--- src/rtl/apu_frame_pkg.sv ---
// APU frame sequencer shared definitions.
// Step positions are in CPU cycles since the last counter reset.
package apu_frame_pkg;

    localparam int STEP_Q1    = 7457;
    localparam int STEP_H1    = 14913;
    localparam int STEP_Q3    = 22371;
    localparam int STEP_IRQ0  = 29828;
    localparam int STEP_H2_4  = 29829;
    localparam int STEP_END_4 = 29830;
    localparam int STEP_H2_5  = 37281;
    localparam int STEP_END_5 = 37282;

    typedef enum logic {
        MODE_4STEP,
        MODE_5STEP
    } frame_mode_t;

endpackage

--- src/rtl/apu_frame_wr_delay.sv ---
// $4017 write-to-counter-reset delay.
// Tracks one pending reset; a newer write restarts the countdown.
module apu_frame_wr_delay #(
    parameter int DLY_EVEN = 4,
    parameter int DLY_ODD  = 3
) (
    input  logic clk,
    input  logic reset,
    input  logic cpu_en,
    input  logic wr,
    input  logic phase,
    output logic cnt_clear
);

    localparam int DMAX = (DLY_EVEN > DLY_ODD) ? DLY_EVEN : DLY_ODD;
    localparam int DW   = $clog2(DMAX + 1);

    logic          pending;
    logic [DW-1:0] dly;

    assign cnt_clear = pending && cpu_en && !wr && (dly == DW'(1));

    // Reload on each write, count CPU cycles down while pending.
    always_ff @(posedge clk) begin
        if (reset) begin
            pending <= 1'b0;
            dly     <= '0;
        end else if (wr) begin
            pending <= 1'b1;
            dly     <= phase ? DW'(DLY_ODD) : DW'(DLY_EVEN);
        end else if (cpu_en && pending) begin
            dly <= dly - DW'(1);
            if (dly == DW'(1)) begin
                pending <= 1'b0;
            end
        end
    end

endmodule

--- src/rtl/apu_frame_counter.sv ---
// APU frame sequencer: quarter/half-frame strobes and frame IRQ.
// Step decode uses the counter value before the CPU-cycle increment.
module apu_frame_counter
    import apu_frame_pkg::*;
#(
    parameter int CNT_W    = 16,
    parameter int DLY_EVEN = 4,
    parameter int DLY_ODD  = 3
) (
    input  logic       clk,
    input  logic       reset,
    input  logic       cpu_en,
    input  logic       wr_4017,
    input  logic [7:0] wdata,
    input  logic       rd_4015,
    output logic       apuclk,
    output logic       qframe,
    output logic       hframe,
    output logic       irq
);

    logic [CNT_W-1:0] cnt;
    logic             phase;
    frame_mode_t      mode;
    logic             inhibit;
    logic             cnt_clear;
    logic             dec_q;
    logic             dec_h;
    logic             dec_irq;
    logic             at_end;
    logic             inh_now;
    logic             irq_set;
    logic             clr_qh;
    logic             unused_bits;

    assign unused_bits = ^wdata[5:0];

    apu_frame_wr_delay #(
        .DLY_EVEN(DLY_EVEN),
        .DLY_ODD (DLY_ODD)
    ) u_wr_delay (
        .clk      (clk),
        .reset    (reset),
        .cpu_en   (cpu_en),
        .wr       (wr_4017),
        .phase    (phase),
        .cnt_clear(cnt_clear)
    );

    // Decode the current step for the active sequence mode.
    always_comb begin
        dec_q   = 1'b0;
        dec_h   = 1'b0;
        dec_irq = 1'b0;
        at_end  = 1'b0;
        if (mode == MODE_4STEP) begin
            case (cnt)
                CNT_W'(STEP_Q1),
                CNT_W'(STEP_Q3): dec_q = 1'b1;
                CNT_W'(STEP_H1): begin
                    dec_q = 1'b1;
                    dec_h = 1'b1;
                end
                CNT_W'(STEP_IRQ0): dec_irq = 1'b1;
                CNT_W'(STEP_H2_4): begin
                    dec_q   = 1'b1;
                    dec_h   = 1'b1;
                    dec_irq = 1'b1;
                end
                CNT_W'(STEP_END_4): begin
                    dec_irq = 1'b1;
                    at_end  = 1'b1;
                end
                default: ;
            endcase
        end else begin
            case (cnt)
                CNT_W'(STEP_Q1),
                CNT_W'(STEP_Q3): dec_q = 1'b1;
                CNT_W'(STEP_H1),
                CNT_W'(STEP_H2_5): begin
                    dec_q = 1'b1;
                    dec_h = 1'b1;
                end
                CNT_W'(STEP_END_5): at_end = 1'b1;
                default: ;
            endcase
        end
    end

    // A write carrying inhibit overrides an IRQ point in the same cycle.
    assign inh_now = wr_4017 ? wdata[6] : inhibit;
    assign irq_set = cpu_en && dec_irq && !inh_now;
    assign clr_qh  = cnt_clear && (mode == MODE_5STEP);

    // Frame state, registered strobes and the IRQ flag.
    always_ff @(posedge clk) begin
        if (reset) begin
            cnt     <= '0;
            phase   <= 1'b0;
            mode    <= MODE_4STEP;
            inhibit <= 1'b0;
            apuclk  <= 1'b0;
            qframe  <= 1'b0;
            hframe  <= 1'b0;
            irq     <= 1'b0;
        end else begin
            apuclk <= cpu_en && phase;
            qframe <= cpu_en && (dec_q || clr_qh);
            hframe <= cpu_en && (dec_h || clr_qh);
            if (cpu_en) begin
                phase <= ~phase;
                if (cnt_clear) begin
                    cnt <= '0;
                end else if (at_end) begin
                    cnt <= CNT_W'(1);
                end else begin
                    cnt <= cnt + CNT_W'(1);
                end
            end
            if (wr_4017) begin
                mode    <= frame_mode_t'(wdata[7]);
                inhibit <= wdata[6];
            end
            if (wr_4017 && wdata[6]) begin
                irq <= 1'b0;
            end else if (irq_set) begin
                irq <= 1'b1;
            end else if (rd_4015) begin
                irq <= 1'b0;
            end
        end
    end

endmodule

--- config.mk ---
export PLATFORM = sky130hd
export DESIGN_NAME = apu_frame_counter
export DESIGN_NICKNAME = d
export VERILOG_FILES = /design/src/rtl/apu_frame_pkg.sv /design/src/rtl/apu_frame_wr_delay.sv /design/src/rtl/apu_frame_counter.sv
export SDC_FILE = /design/constraint.sdc
export NUM_CORES = 1
export LEC_CHECK = 0
export CAP_MARGIN = 20
export CORE_UTILIZATION = 50
export CTS_BUF_LIST = sky130_fd_sc_hd__clkbuf_8
export DETAILED_ROUTE_END_ITERATION = 12
export GPL_TIMING_DRIVEN = 0
export PLACE_DENSITY = 0.75
export SLEW_MARGIN = 20
export SYNTH_ARGS = -nofsm -noshare
export SYNTH_HDL_FRONTEND = slang
export SYNTH_SLANG_ARGS = --single-unit
--- constraint.sdc ---
create_clock -name clk -period 1.55 [get_ports clk]
set_input_delay 0.465 -clock clk [delete_from_list [all_inputs] [get_ports clk]]
set_output_delay 0.465 -clock clk [all_outputs]
set_load 0.02 [all_outputs]
## Yosys cells after proc, flatten, opt, wreduce, memory -nomap -nowiden

Cells that the tools add are included.

| word-level totals | value |
|---|---|
| bits of input ports | 13 |
| output and inout port bits | 4 |
| bits in registers | 27 |

| cells by class | value |
|---|---|
| add/sub/neg operators | 2 |
| multiplexer cells | 22 |
| equal/unequal tests | 9 |
| reduce and logical (&&, ||, !) cells | 24 |
| bitwise logic cells | 1 |

Operators by type and width:

| kind | number |
|---|---|
| $eq 16x15->1 const B | 4 |
| $eq 16x16->1 const B | 2 |
| $mux 16 | 2 |
| $mux 1 | 17 |
| $add 16x1->16 const B | 1 |
| $eq 16x13->1 const B | 1 |
| $eq 16x14->1 const B | 1 |
| $logic_and 1x1->1 | 10 |
| $mux 3 | 3 |
| $reduce_or 4->1 | 2 |
| $reduce_bool 2->1 | 3 |
| $reduce_or 2->1 | 3 |
| $eq 3x1->1 const B | 1 |
| $reduce_or 3->1 | 1 |
| $sub 3x1->3 const B | 1 |
| $logic_not 1->1 | 2 |
| $logic_or 1x1->1 | 2 |
| $reduce_and 2->1 | 1 |
| $not 1->1 | 1 |

## Depth between registers and ports, before layout

Gate-level depths: netlist of run 1.

| depth | value |
|---|---|
| depth in word-level cells | 7 |
| mapped depth | 7 |

## Modules after synthesis

From an unflattened synthesis of run 1, not the netlist that was laid out.

| second synthesis, totals | value |
|---|---|
| cell total of the unflattened synthesis | 162 |
| area total of the unflattened synthesis | 1468.9 um^2 |

Modules (own cells, without submodules):

| module | area an instance (um^2) | times used | cells each |
|---|---|---|---|
| apu_frame_counter | 1247.4 | 1 | 136 |
| apu_frame_wr_delay | 221.5 | 1 | 26 |

## Worst setup path before layout of run 1

No wires, ideal clock.

| timing | value |
|---|---|
| path type | in2reg |
| from | in cpu_en |
| to | reg cnt[15] |
| required time | 1.433 ns |
| path buffers | 1 |
| path slack | -0.048 ns |
| setup time | 0.117 ns |
| data arrival time | 1.481 ns |
| stages | 6 |
| cells stage by stage | nand2_1 > nor4b_2 > or2_1 > buf_2 > o32ai_2 > a22o_1 |

| between the ends | value |
|---|---|
| cells in the longest elaborated chain, start to end | 4 |

RTL lines:

| item | line | source |
|---|---|---|
| start: declaration | apu_frame_counter.sv:12 | `input logic cpu_en,` |
| $logic_and 1x1->1 (3 in series) | apu_frame_wr_delay.sv:21 | `assign cnt_clear = pending && cpu_en && !wr && (dly == DW'(1));` |
| $mux 16 | apu_frame_counter.sv:113 | `if (cnt_clear) begin` |
| end signal: assignment | apu_frame_counter.sv:118 | `cnt <= cnt + CNT_W'(1);` |
| end: declaration | apu_frame_counter.sv:22 | `logic [CNT_W-1:0] cnt;` |

Several ways; a longest one is shown, not always the timed one.
A chain may end at the register's enable or synchronous reset.

## Worst setup path after layout of run 1

| timing | value |
|---|---|
| from | reg cnt[8] |
| to | reg cnt[5] |

| between the ends | value |
|---|---|
| cells in the longest elaborated chain, start to end | 5 |
| elaborated cells on any way between the ends | 7 |
| those cells by class | 2 x eq/ne; 5 x mux |

RTL lines:

| item | line | source |
|---|---|---|
| $eq 16x15->1 or $eq 16x16->1 (tied branches) | apu_frame_counter.sv:57, apu_frame_counter.sv:77 |  |
| $mux 1, on equally long branches | apu_frame_counter.sv:57, apu_frame_counter.sv:77 |  |
| $mux 1 (*) | apu_frame_counter.sv:56 | `if (mode == MODE_4STEP) begin` |
| $mux 16 (*) | apu_frame_counter.sv:115 | `end else if (at_end) begin` |
| $mux 16 (*) | apu_frame_counter.sv:113 |  |

Every way passes the cells marked *; elsewhere a longest branch is shown, timed or not.

==> flow_metrics.tcl, run 1 <==
set metrics [dict create \
    status "finished with violations" \
    violations "negative setup slack" \
    yosysMostFrequentCell "dfxtp_1" \
    synth_top_area_share_pct 33.5 \
    synth_edf_count 0 \
    syn_inst 175 \
    vias 1518 \
    wl_per_cell_um 17.8 \
    die_width_um 58.8 \
    cp-end-kind "register" \
    drive_above_1_share_pct 34.0 \
    grtUsageTotal_pct 24.5 \
    drt_iter0_markers 82 \
    tightest_slew_ns 0.427 \
    ys_seq_area_share_pct 33.5 \
    grt_pass1_wl_um 6380 \
    io_buffers 10 \
    start_util_pct 52.9 \
    clockBufferDepth 2 \
    wl_met1_um 1810 \
    total_power_mw 1.32 \
    core_area_sq_mm 0.00305 \
    cpPeakStageDelay_ns 0.44 \
    final_util_pct 67.0 \
    place_hpwl_um 2780 \
    holdWs_ns 0.504 \
    syn_nets 194 \
    slew_violations 0 \
    cts_tree "done" \
    slew_headroom_pct 71.5 \
    worstReg2RegStart "cnt[8]" \
    grt_max_degree 16 \
    fin_crit_sh_pct 110 \
    r2r_slack_ns -0.16 \
    path_class "reg2reg" \
    area_growth_pct 26.7 \
    r2r_end "cnt[5]" \
    yosys_warnings 0 \
    met3WireLength_um 285 \
    synthArstFlopShare_pct 0 \
    gp_congestion 0.886 \
    fin_skew_ns 0.00555 \
    rsz0062_at_grt "yes" \
    synthesis.area_sq_mm 0.00161 \
    clock.fmax_mhz 585 \
    top_layer_used "met4" \
    cpMaxStageDelayCell "dfxtp_1" \
    fin_crit_ns 1.71 \
    synthTopCellsByCount "27 x dfxtp_1, 15 x nor2_1, 10 x xnor2_1" \
    synth_ff_type "dfxtp_1" \
    crit_fanout 8 \
    wl_met2_um 2230 \
    drt-pass1-iter-count 4 \
    die_h_um 58.8 \
    maxCapViolations 0 \
    htree_levels 1 \
    p_leak_nw 0.807 \
    setup_violations 18 \
    grt_overflow 0 \
    hold_violations 0 \
    postPlaceCellArea_sq_mm 0.00178 \
    setup_slack_ns -0.160 \
    avgSynthCellArea_sq_um 9.22 \
    worstRegToRegCells 5 \
    required_ns 1.71 \
    ff_latch_area_sq_um 561 \
    synth-seq-cells 27 \
    power_density_mw_per_mm2 645 \
    antenna_found_initial 0 \
    crit_path_end "cnt[5]" \
    synth_top_area_cell "dfxtp_1" \
    die_area_sq_mm 0.00346 \
    drc 0 \
    multi_input_area_sq_mm 0.00106 \
    antenna_cells 0 \
    stdcell_area_sq_mm 0.00204 \
    io_pins 17 \
    critPathLaunch "cnt[8]" \
    clk_latency_ns 0.28 \
    fin_nets 223 \
    vdd_drop_max_uv 615 \
    routed_wl_um 4400 \
    path_clk_slew_ns 0.10 \
    holdCritPathClass "reg2reg" \
    cts.root.buffer_cell "clkbuf_8" \
    postCtsHoldBufs 0 \
    cts.sinks 27 \
    crit_arrival_ns 1.87 \
    path_cells "and4b_1, nor4b_4, a32o_2, o21a_4, nor3_2" \
    routed_via_density 6.15 \
    drtAntennaViolNets 0 \
    synthTopCellsByArea "dfxtp_1 33%, xnor2_1 5.4%, nor3_2 5.0%" \
    cts_buffers 3 \
    num-fill-cells 238 \
    synthDistinctLibCells 52 \
    grt_pass1_vias 1392 \
    critPathLaunchType "register" \
    rows 20 \
]
[routing by layer]
metal | vias to the layer above | track usage [%]
li1 | 701 | -
met1 | 726 | 30.2
met2 | 83 | 42.9
met3 | 8 | 2.86
met4 | 0 | 10.5
met5 | - | 0
[sequential cells by signal, summed over array words and instances, names as in the netlist]
register	flops
inhibit	1
hframe	1
phase	1
qframe	1
u_wr_delay.dly	3
apuclk	1
irq	1
u_wr_delay.pending	1
mode	1
cnt	16
[cell type report]
cell class,count,area share (%)
multi-input cells,130,52.0
flip-flops and latches,27,27.4
repair buffers,26,10.4
plain buffers,10,4.16
well taps,44,2.69
clock buffers,3,2.02
inverters,6,1.10
clock inverters,1,0.245
[worst min path at each step]
| stage | start | endpoint | slack, ns | cells after the start |
|---|---|---|---|---|
| 2_1_floorplan | inhibit | inhibit | 0.46 | 2 |
| 3_3_place_gp | cnt[0] | cnt[0] | 0.47 | 1 |
| 3_5_place_dp | irq | irq | 0.48 | 2 |
| 4_1_cts | cnt[0] | cnt[0] | 0.49 | 1 |
| 5_1_grt | irq | irq | 0.51 | 2 |
| 6_report | irq | irq | 0.50 | 2 |
[placed cells by master, fill, tap and decap left out, types with 4 or more instances in the layout]
cell type	instances
a21oi_1	4
dfxtp_1	13
dfxtp_2	13
buf_4	17
nor2_1	15
buf_6	5
nand4_1	4
ha_1	4
dlygate4sd2_1	6
inv_1	5
a22o_1	4
nor3_1	4
nand2_1	5
nand3_1	9
xnor2_1	10
nor3_2	8
clkdlybuf4s50_1	4
[power breakdown]
part / total (mW) / switching (mW) / leakage (nW) / internal [mW]
combinational: 0.166 / 0.0896 / 0.555 / 0.0761
sequential: 0.737 / 0.0231 / 0.227 / 0.714
clock: 0.417 / 0.236 / 0.0255 / 0.181
[through the flow]
stage,setup TNS (ns),setup slack [ns],cells
CTS,-1.18,-0.111,238
detailed placement,-14.65,-0.709,229
global placement,-13.78,-0.658,229
finish,-2.25,-0.160,247
floorplan,-0.0184,-0.0184,175
global route,-3.07,-0.195,247
[what timing repair did]
action / 4_1_cts / 5_1_grt
buffers inserted: 6 / 10
pin swaps: 19 / 19
gates resized for setup: 32 / 13
setup endpoints to repair: 30 / 24
[cells by family after synthesis]
| family | synth area share (%) |
|---|---|
| buffers and inverters | 5.81 |
| AO/OA/AOI/OAI | 13.6 |
| adder cells (fa/ha/maj) | 4.65 |
| XOR/XNOR | 7.05 |
| flip-flops | 33.5 |
| AND/OR/NAND/NOR | 34.1 |
| multiplexers | 1.24 |
[critical path, delay by kind of cell, from the launching register on]
kind,cells,cell delay (ns)
DFF,1,0.44
AOI/OAI and AO/OA,2,0.57
and+or+nand+nor,3,0.58
No activity file was read; power rests on OpenSTA's default activity.
==> run 2: changes to the inputs <==
Settings changed: PLACE_DENSITY 0.75 to 0.72, RECOVER_POWER set to 25.
Clock period 1.55 ns to 1.6 ns, I/O delays scaled along.
==> run 2 against run 1 <==
  * The run still ends with negative setup slack left
  * Routed wire length is 5.2% lower
  * Setup slack better by 0.037 ns
  * Cell count fell by 1.2%
  * Critical endpoint is now cnt[3]
  * Largest cell class unchanged
==> flow_metrics.tcl, run 2 (synthesis gave the netlist of run 1 again) <==
set metrics [dict create \
    drive_above_1_share_pct 38.0 \
    final_cell_mix "14 x nor2_1, 13 x buf_4, 11 x dfxtp_1" \
    num-fill-cells 235 \
    clockBufferDepth 2 \
    cp-end-kind "register" \
    largest_register "cnt" \
    power_density_mw_per_mm2 610 \
    routed_via_density 6.05 \
    drtAntennaViolNets 0 \
    wl_per_cell_um 17.1 \
    slew_headroom_pct 71.0 \
    die_width_um 58.8 \
    total_power_mw 1.26 \
    r2r_slack_ns -0.12 \
    crit_family "compound AO/OA/AOI/OAI gates" \
    htree_levels 1 \
    p_int_mw 0.936 \
    p_comb_share_pct 13.4 \
    vias 1476 \
    cts_buffers 3 \
    crit_arrival_ns 1.95 \
    die_area_sq_mm 0.00346 \
    grtUsageTotal_pct 25.1 \
    p_seq_share_pct 55.9 \
    fin_crit_sh_pct 108 \
    ff_latch_area_sq_um 578 \
    core_area_sq_mm 0.00305 \
    grt_max_degree 16 \
    tightest_slew_ns 0.434 \
    largest_register_ffs 16 \
    clk_latency_ns 0.28 \
    die_h_um 58.8 \
    clock.fmax_mhz 580 \
    min_from "irq" \
    slew_violations 0 \
    path_clk_slew_ns 0.10 \
    drt-pass1-iter-count 4 \
    reg.largest.list "cnt: 16 flops, u_wr_delay.dly: 3 flops" \
    path_class "reg2reg" \
    final.setup.tns_ns -1.02 \
    hold_violations 0 \
    worstRegToRegCells 6 \
    drc 0 \
    fin_crit_ns 1.72 \
    grt_pass1_wl_um 6480 \
    cpMaxStageDelayCell "dfxtp_4" \
    postCtsHoldBufs 0 \
    swShare_pct 26.0 \
    cpPeakStageDelay_ns 0.40 \
    cts.root.buffer_cell "clkbuf_8" \
    setup_violations 15 \
    whs_endpoint "irq" \
    routed_wl_um 4170 \
    final_common_cell "nor2_1" \
    r2r_end "cnt[3]" \
    grt_overflow 0 \
    holdCritPathClass "reg2reg" \
    cts_tree "done" \
    multi_input_area_sq_mm 0.00108 \
    p_leak_nw 0.764 \
    gp_congestion 0.945 \
    required_ns 1.82 \
    area_growth_pct 28.4 \
    fin_skew_ns 0.00900 \
    fin_nets 220 \
    start_util_pct 52.9 \
    path_cells "inv_4, ha_4, and3_4, a32o_2, nor3_4, a22o_1" \
    rows 20 \
    io_buffers 10 \
    antenna_cells 0 \
    p_sw_mw 0.328 \
    clockPowerShare_pct 30.7 \
    place_hpwl_um 2770 \
    crit_fanout 7 \
    critPathLaunchType "register" \
    grt_pass1_vias 1391 \
    rsz0062_at_grt "yes" \
    setup_slack_ns -0.124 \
    path_buf_inv 1 \
    antenna_found_initial 0 \
    cts.sinks 27 \
    drt_iter0_markers 98 \
    maxCapViolations 0 \
    status "finished with violations" \
    vdd_drop_max_uv 417 \
    io_pins 17 \
    worstReg2RegStart "cnt[0]" \
    min_delay_path_depth 2 \
    violations "negative setup slack" \
]
## run 2: worst max-delay path by stage
| stage | startpoint | depth (start not counted) | slack [ns] | end |
|---|---|---|---|---|
| after floorplan | cpu_en | 6 | 0.009 | cnt[15] |
| after global placement | reset | 4 | -0.68 | inhibit |
| after detailed placement | reset | 4 | -0.71 | inhibit |
| after CTS | cnt[7] | 6 | -0.08 | cnt[7] |
| after global routing | cnt[0] | 6 | -0.16 | cnt[3] |
| final | cnt[0] | 6 | -0.12 | cnt[3] |
## run 2: layout make-up
type	count	area share [%]
Buffer	8	3.02
Clock buffer	3	1.99
Clock inverter	1	0.242
Inverter	6	1.21
Multi-Input combinational cell	130	52.3
Sequential cell	27	27.9
Tap cell	44	2.66
Timing Repair Buffer	25	10.7
## run 2: power by group through the flow
| stage | Clock [mW] | Combinational, mW | Sequential [mW] |
|---|---|---|---|
| floorplan | 0 | 0.0971 | 0.722 |
| global placement | 0 | 0.138 | 0.726 |
| CTS | 0.398 | 0.157 | 0.712 |
| global route | 0.428 | 0.184 | 0.710 |
| finish | 0.388 | 0.169 | 0.707 |
| detailed placement | 0 | 0.143 | 0.728 |
## run 2: through the flow
stage / std cells / setup slack (ns) / cell area (sq um) / util, % / hold slack [ns]
after CTS: 240 / -0.0771 / 1980 / 64.9 / 0.495
after global placement: 229 / -0.683 / 1770 / 58.0 / 0.476
after detailed placement: 229 / -0.708 / 1770 / 58.0 / 0.483
after global routing: 244 / -0.164 / 2070 / 67.9 / 0.509
final: 244 / -0.124 / 2070 / 67.9 / 0.491
after floorplan: 175 / 0.00893 / 1620 / - / 0.456
## run 2: per-layer routing
metal / vias up / routed length, um / global-route usage [%]
met2: 81 / 2080 / 41.9
met4: 0 / 82 / 12.2
met3: 11 / 286 / 3.96
met1: 697 / 1720 / 31.3
met5: - / 0 / 0
li1: 687 / - / -
## run 2: worst register-to-register path, stage by stage, from the launching register on
cell	delay, ns
dfxtp_4	0.40
inv_4	0.05
ha_4	0.17
and3_4	0.17
a32o_2	0.32
nor3_4	0.34
a22o_1	0.21
## run 2: timing repair
action,4_1_cts,5_1_grt
pin swaps,14,18
endpoints found under the hold margin,0,0
setup buffers,8,7
endpoints found under the setup margin,28,21
gates resized for setup,42,21
==> run 3: changes to the inputs <==
Settings changed: DONT_BUFFER_PORTS set to 1, PLACE_DENSITY 0.72 to unset.
==> run 3 against run 2 <==
  * The run still ends with negative setup slack left
  * Sequential share of layout area grew 2.5 points
  * Combinational power shrank 16%
  * Maximum frequency grew 3.8%
  * Routed wire length shrank 2.6%
  * Critical path type unchanged
==> flow_metrics.tcl, run 3 (synthesis gave the netlist of run 1 again) <==
set metrics [dict create \
    slew_headroom_pct 59.3 \
    holdCritPathClass "in2reg" \
    drc 0 \
    setup_violations 14 \
    cts.sinks 27 \
    clock.fmax_mhz 602 \
    wl_per_cell_um 17.6 \
    setup_slack_ns -0.0599 \
    drtAntennaViolNets 0 \
    worstReg2RegStart "cnt[15]" \
    violations "negative setup slack" \
    ff_latch_area_sq_um 579 \
    r2r_end "cnt[14]" \
    place_hpwl_um 2670 \
    drive_above_1_share_pct 35.8 \
    cp_num_cells 5 \
    crit_family "simple AND/OR/NAND/NOR gates" \
    final.setup.tns_ns -0.421 \
    path_cells "and4bb_1, and4_1, a32o_2, nor3_4, a22o_1" \
    cpMaxStageDelayCell "dfxtp_4" \
    cts_tree "done" \
    crit_fanout 7 \
    tightest_slew_ns 0.610 \
    path_buf_inv 0 \
    routed_wl_um 4060 \
    start_util_pct 52.9 \
    stdcell_area_sq_mm 0.00191 \
    fin_nets 207 \
    grt_pass1_vias 1351 \
    vdd_drop_max_uv 320 \
    slew_violations 0 \
    antenna_cells 0 \
    r2r_slack_ns -0.06 \
    fin_skew_ns 0.00392 \
    clockBufferDepth 2 \
    power_density_mw_per_mm2 661 \
    drt-pass1-iter-count 4 \
    die_area_sq_mm 0.00346 \
    path_class "reg2reg" \
    total_power_mw 1.26 \
    fin_crit_ns 1.66 \
    dp_slack_ns -0.179 \
    io_pins 17 \
    clk_latency_ns 0.28 \
    path_clk_slew_ns 0.10 \
    final_common_cell "nor2_1" \
    min_from "wdata[6]" \
    maxCapViolations 0 \
    cpPeakStageDelay_ns 0.38 \
    htree_levels 1 \
    critPathLaunchType "register" \
    multi_input_area_sq_mm 0.00106 \
    required_ns 1.82 \
    cts.root.buffer_cell "clkbuf_8" \
    status "finished with violations" \
    antenna_found_initial 0 \
    cp-end-kind "register" \
    grt_overflow 0 \
    drt_iter0_markers 83 \
    die_h_um 58.8 \
    fin_crit_sh_pct 104 \
    gp_congestion 0.917 \
    area_growth_pct 18.1 \
    p_leak_nw 0.672 \
    io_buffers 0 \
    crit_arrival_ns 1.88 \
    postPlaceCellArea_sq_mm 0.00167 \
    rows 20 \
    die_width_um 58.8 \
    core_area_sq_mm 0.00305 \
    grt_pass1_wl_um 6280 \
    holdWs_ns 0.279 \
    largest_register "cnt" \
    largest_register_ffs 16 \
    hold_violations 0 \
    grtUsageTotal_pct 24.3 \
    routed_via_density 6.13 \
    worstRegToRegCells 5 \
    critPathLaunch "cnt[15]" \
    grt_max_degree 17 \
    cts_buffers 3 \
    vias 1417 \
    num-fill-cells 278 \
    crit_path_end "cnt[14]" \
    rsz0062_at_grt "yes" \
    final_cell_mix "15 x nor2_1, 13 x dfxtp_2, 13 x buf_4" \
    reg.largest.list "cnt: 16 flops, u_wr_delay.dly: 3 flops" \
]
## run 3: cell count changes in the layout (fill, tap and decap cells not counted), sizes merged
cell,delta
dlygate4sd2,-6
clkdlybuf4s50,-4
buf,-3
clkinv,-1
clkinvlp,+1
## run 3: worst min-delay path by stage
| stage | endpoint | slack [ns] | cells after the start |
|---|---|---|---|
| 2_1_floorplan | inhibit | 0.46 | 2 |
| 3_3_place_gp | inhibit | 0.48 | 2 |
| 3_5_place_dp | inhibit | 0.48 | 2 |
| 4_1_cts | irq | 0.30 | 1 |
| 5_1_grt | irq | 0.26 | 1 |
| 6_report | irq | 0.28 | 1 |
## run 3: per-layer routing
metal / up-vias / routed length [um] / global-route usage (%) / part of all wire (%)
met5: - / 0 / 0 / 0
met4: 0 / 159 / 12.9 / 3.9
met3: 19 / 168 / 3.52 / 4.1
met2: 42 / 1890 / 36.0 / 46
met1: 689 / 1850 / 34.0 / 45
li1: 667 / - / - / -
## run 3: where the power goes
group          internal (mW)  switching (mW)
Clock                  0.177           0.231
Sequential             0.685          0.0253
Combinational         0.0633          0.0787
## run 3: area by class of cell
class	count	area share [%]
Multi-Input combinational cell	130	55.4
Sequential cell	27	30.4
Timing Repair Buffer	13	5.12
Tap cell	44	2.89
Buffer	7	2.49
Clock buffer	3	2.17
Inverter	6	1.18
Clock inverter	1	0.394
## run 3: repair_timing
| item | in CTS | in global routing |
|---|---|---|
| pin swaps | 8 | 21 |
| hold buffers | 0 | 0 |
| setup buffers | 1 | 12 |
| gates resized for setup | 20 | 27 |
| setup endpoints to repair | 16 | 16 |
| hold endpoints to repair | 0 | 0 |
## run 3: per-stage QoR
| stage | utilization, % | std cells |
|---|---|---|
| 2_1_floorplan | - | 175 |
| 3_3_place_gp | 54.8 | 219 |
| 3_5_place_dp | 54.8 | 219 |
| 4_1_cts | 58.3 | 223 |
| 5_1_grt | 62.5 | 231 |
| 6_report | 62.5 | 231 |
